File: src/rtl/binary_to_bcd_seq.sv
// Sequential binary-to-BCD converter (shift-and-add-3, one input bit per clock).
// Turns the binary timer count into packed BCD digits for the 7-segment path.
// Values above 10^DIGITS-1 saturate to all nines and raise overflow.
module binary_to_bcd_seq #(
    parameter int unsigned BIN_WIDTH = 13,
    parameter int unsigned DIGITS    = 4
) (
    input  logic                    clk,
    input  logic                    rst,
    input  logic                    start,
    input  logic [BIN_WIDTH-1:0]    bin_in,
    output logic                    busy,
    output logic                    done,
    output logic [4*DIGITS-1:0]     bcd_out,
    output logic                    overflow
);

    function automatic logic [63:0] pow10(input int unsigned n);
        logic [63:0] p;
        p = 64'd1;
        for (int unsigned i = 0; i < n; i++) begin
            p = p * 64'd10;
        end
        return p;
    endfunction

    localparam logic [63:0] MAX_VAL = pow10(DIGITS) - 64'd1;
    localparam int unsigned CMP_W   = (BIN_WIDTH > 64) ? BIN_WIDTH : 64;
    localparam int unsigned CNT_W   = $clog2(BIN_WIDTH + 1);
    localparam int unsigned BCD_W   = 4 * DIGITS;

    typedef enum logic [0:0] {
        IDLE,
        SHIFT
    } state_t;

    state_t               state, state_n;
    logic [BIN_WIDTH-1:0] shift_reg, shift_n;
    logic [BCD_W-1:0]     scratch, scratch_n;
    logic [BCD_W-1:0]     adj;
    logic [CNT_W-1:0]     count, count_n;
    logic                 ovf_pend, ovf_pend_n;
    logic [BCD_W-1:0]     bcd_n;
    logic                 overflow_n;
    logic                 done_n;
    logic [CMP_W-1:0]     bin_ext;
    logic [CMP_W-1:0]     max_ext;
    logic [BCD_W-1:0]     nines;

    assign busy = (state == SHIFT);

    // Widened operands for the range check, and the saturation pattern.
    always_comb begin
        bin_ext = CMP_W'(bin_in);
        max_ext = CMP_W'(MAX_VAL);
        nines   = {DIGITS{4'h9}};
    end

    // Add-3 correction on every digit >= 5, using only pre-shift values.
    always_comb begin
        adj = scratch;
        for (int unsigned i = 0; i < DIGITS; i++) begin
            if (scratch[4*i +: 4] >= 4'd5) begin
                adj[4*i +: 4] = scratch[4*i +: 4] + 4'd3;
            end
        end
    end

    // Next-state and datapath update for IDLE accept / SHIFT / completion.
    always_comb begin
        state_n    = state;
        shift_n    = shift_reg;
        scratch_n  = scratch;
        count_n    = count;
        ovf_pend_n = ovf_pend;
        bcd_n      = bcd_out;
        overflow_n = overflow;
        done_n     = 1'b0;
        case (state)
            IDLE: begin
                if (start) begin
                    shift_n    = bin_in;
                    scratch_n  = '0;
                    count_n    = CNT_W'(BIN_WIDTH);
                    ovf_pend_n = (bin_ext > max_ext);
                    state_n    = SHIFT;
                end
            end
            SHIFT: begin
                // Top scratch bit is dropped; only matters in the saturated case.
                scratch_n = {adj[BCD_W-2:0], shift_reg[BIN_WIDTH-1]};
                shift_n   = shift_reg << 1;
                count_n   = count - CNT_W'(1);
                if (count == CNT_W'(1)) begin
                    bcd_n      = ovf_pend ? nines : {adj[BCD_W-2:0], shift_reg[BIN_WIDTH-1]};
                    overflow_n = ovf_pend;
                    done_n     = 1'b1;
                    state_n    = IDLE;
                end
            end
            default: state_n = IDLE;
        endcase
    end

    // State register.
    always_ff @(posedge clk or posedge rst) begin
        if (rst) begin
            state <= IDLE;
        end else begin
            state <= state_n;
        end
    end

    // Datapath and registered outputs.
    always_ff @(posedge clk or posedge rst) begin
        if (rst) begin
            shift_reg <= '0;
            scratch   <= '0;
            count     <= '0;
            ovf_pend  <= 1'b0;
            bcd_out   <= '0;
            overflow  <= 1'b0;
            done      <= 1'b0;
        end else begin
            shift_reg <= shift_n;
            scratch   <= scratch_n;
            count     <= count_n;
            ovf_pend  <= ovf_pend_n;
            bcd_out   <= bcd_n;
            overflow  <= overflow_n;
            done      <= done_n;
        end
    end

endmodule

File: config.mk
export PLATFORM = sky130hd
export DESIGN_NAME = binary_to_bcd_seq
export DESIGN_NICKNAME = d
export VERILOG_FILES = /design/src/rtl/binary_to_bcd_seq.sv
export SDC_FILE = /design/constraint.sdc
export NUM_CORES = 1
export LEC_CHECK = 0
export CORE_ASPECT_RATIO = 1.75
export CORE_UTILIZATION = 50
export CTS_BUF_LIST = sky130_fd_sc_hd__clkbuf_8
export DETAILED_ROUTE_END_ITERATION = 7
export DONT_BUFFER_PORTS = 1
export PLACE_DENSITY_LB_ADDON = 0.08
export SYNTH_ARGS = -nofsm -noshare
export SYNTH_HDL_FRONTEND = slang
export SYNTH_SLANG_ARGS = --single-unit
File: constraint.sdc
create_clock -name clk -period 1.65 [get_ports clk]
set_clock_uncertainty 0.15 [all_clocks]
set_input_delay 0 -clock clk [delete_from_list [all_inputs] [get_ports clk]]
set_output_delay 0 -clock clk [all_outputs]
set_load 0.005 [all_outputs]
==> results.json <==
{
  "io_buffer_count": 0,
  "finalInstanceArea_sq_um": 3150,
  "syn_inst": 238,
  "p_leak_nw": 1.49,
  "die_area_sq_um": 5240,
  "io_pins": 35,
  "rows": 33,
  "critPathTopFamily": "multiplexers",
  "drtPass1Iterations": 4,
  "ctsRootBufferMaster": "clkbuf_8",
  "register_area_sq_um": 1280,
  "worstSetupPathType": "reg2reg",
  "final_common_cell": "dfrtp_1",
  "min_period_over_period": 1.02,
  "max-cap-violations": 0,
  "vias_per_cell": 5.49,
  "violations": "negative setup slack",
  "path_cells": "ha_4, nand2b_4, a21oi_4, mux2_4, mux2i_1",
  "grt_pass1_vias": 1816,
  "slew_viol_final": 0,
  "grt.total_usage": 0.206,
  "vias": 1790,
  "cp_data_arrival_time_ns": 1.75,
  "clock_path_buffers": 2,
  "antenna_left": 0,
  "htreeDepth": 2,
  "peakVddDrop_v": 0.00139,
  "cts_buffers": 5,
  "path_clk_slew_ns": 0.09,
  "p_total_mw": 6.13,
  "wl_um": 5150,
  "synth_seq_area_share": 0.516,
  "worst_slew_pin_slew_ns": 0.572,
  "fin_setup_tns_ns": -0.0290,
  "grt_pass1_wl_um": 7820,
  "crit_required_ns": 1.72,
  "cp_slowest_cell": "dfrtp_1",
  "hold_violations": 0,
  "cts_tree": "yes",
  "core_sq_um": 4710,
  "multiInputGateArea_sq_um": 1270,
  "dpl_cell_area_sq_um": 2590,
  "ys_types": 27,
  "ys_warn_count": 0,
  "crit_path_max_incr_delay_ns": 0.45,
  "dp_hpwl_um": 3230,
  "critPathMaxFanout": 3,
  "cts_sinks": 51,
  "avgRoutedWirePerCell_um": 15.8,
  "area_delta_synth_final_pct": 27.3,
  "worst_slack_ns": -0.0290,
  "fin_crit_ns": 1.68,
  "syn_avg_cell_area_sq_um": 10.4,
  "insertedDiodeCount": 0,
  "ys_ff_latch": 51,
  "cp_num_buf_inv": 0,
  "rsz0062_at_grt": "true",
  "fill_cells": 368,
  "synth_nets": 264,
  "clk_latency_ns": 0.30,
  "final_cell_mix": "dfrtp_1, nand2_1, mux2i_1, o21ai_0, buf_4",
  "drive_above_1_share": 0.245,
  "relSlewSlack": 0.617,
  "nets": 299,
  "antenna_found_initial": 0,
  "setup_viol": 1,
  "place_ws_ns": -0.137,
  "place_congestion": 0.741,
  "drc": 0,
  "gr-total-overflow": 0,
  "fp.dieH_um": 95.0,
  "initialDrtViolationCount": 25,
  "powerDensity_nw_per_um2": 1950,
  "endpoint_kind": "flop",
  "netlist_area_sq_um": 2470,
  "hp-class": "in2async",
  "initial_core_util": 0.526,
  "status": "finished with violations",
  "grt_max_degree": 39,
  "clock.fmax_ghz": 0.596,
  "die_x_um": 55.2,
  "crit_path_start_kind": "flop"
}
## synthesized netlist by cell type, drive strengths merged
master / n / share of area
dfrtp: 51 / 0.52
nand2: 32 / 0.049
o21ai: 27 / 0.055
mux2i: 26 / 0.11
nand2b: 17 / 0.043
a21oi: 12 / 0.026
inv: 12 / 0.018
ha: 10 / 0.051
buf: 9 / 0.020
nor2: 8 / 0.012
nor3b: 6 / 0.018
xnor2: 6 / 0.021
mux2: 4 / 0.020
nor3: 4 / 0.0081
a21o: 3 / 0.0096
clkbuf: 3 / 0.0046
a31oi: 2 / 0.0051
a32o: 2 / 0.0081
o31ai: 2 / 0.0061
conb: 1 / 0.0015
nand3: 1 / 0.0040
## cell families after synthesis
group	synth area share
AND/OR/NAND/NOR	0.134
flip-flops	0.516
AO/OA/AOI/OAI	0.109
multiplexers	0.125
buffers and inverters	0.0425
adder cells (fa/ha/maj)	0.0506
XOR/XNOR	0.0212
other	0.00152
## worst reg2reg max path: cells and delay by family, from the launching register on
kind / cells / cell delay, ns
AOI/OAI and AO/OA: 1 / 0.17
muxes: 2 / 0.50
and+or+nand+nor: 1 / 0.15
adders and majority gates: 1 / 0.19
DFF: 1 / 0.45
## power breakdown
group          internal (mW)  switching [mW]  total (mW)
clock network          0.491           0.397       0.888
registers               1.79           0.538        2.32
logic                   1.56            1.36        2.92
total                   3.84            2.29        6.13
## area by class of cell
cell class | count | share of cell area
multi-input cells | 163 | 0.402
repair buffers | 40 | 0.120
flip-flops and latches | 51 | 0.406
clock inverters | 2 | 0.0111
clock buffers | 6 | 0.0262
inverters | 12 | 0.0143
well taps | 52 | 0.0207
## repair_timing
item | 4_1_cts | 5_1_grt
resized for setup | 14 | 26
pin swaps | 4 | 6
hold buffers | 17 | 0
setup buffers | 4 | 7
endpoints found under the hold margin | 85 | 0
setup endpoints to repair | 11 | 15
## final timing paths
path	start	slack (ns)	to	cells after the start
hold / removal	rst	0.04	bcd_out[14]$_DFFE_PP0P_	3
setup / recovery	scratch[4]$_DFFE_PP0P_	-0.03	scratch[6]$_DFFE_PP0P_	5
hold reg to reg	shift_reg[0]$_DFFE_PP0P_	0.34	shift_reg[1]$_DFFE_PP0P_	2
min in group clk	bin_in[0]	0.26	shift_reg[0]$_DFFE_PP0P_	3
max in group asynchronous	rst	0.33	shift_reg[3]$_DFFE_PP0P_	3
setup reg to reg	scratch[4]$_DFFE_PP0P_	-0.03	scratch[6]$_DFFE_PP0P_	5
## routing by layer
layer / global-route usage / vias to the layer above / share of wire
met5: 0 / - / 0
li1: - / 870 / -
met4: 0.0771 / 0 / 0.022
met1: 0.221 / 869 / 0.39
met2: 0.374 / 43 / 0.56
met3: 0.0415 / 8 / 0.031
## through the flow
stage / hold WS [ns] / cells / util
after floorplan: -0.00441 / 238 / -
after global placement: -0.304 / 290 / 0.551
after detailed placement: -0.293 / 290 / 0.551
after CTS: 0.0441 / 319 / 0.630
after global routing: 0.0713 / 326 / 0.669
final: 0.0426 / 326 / 0.669
Power figures use the tool's default switching activity.
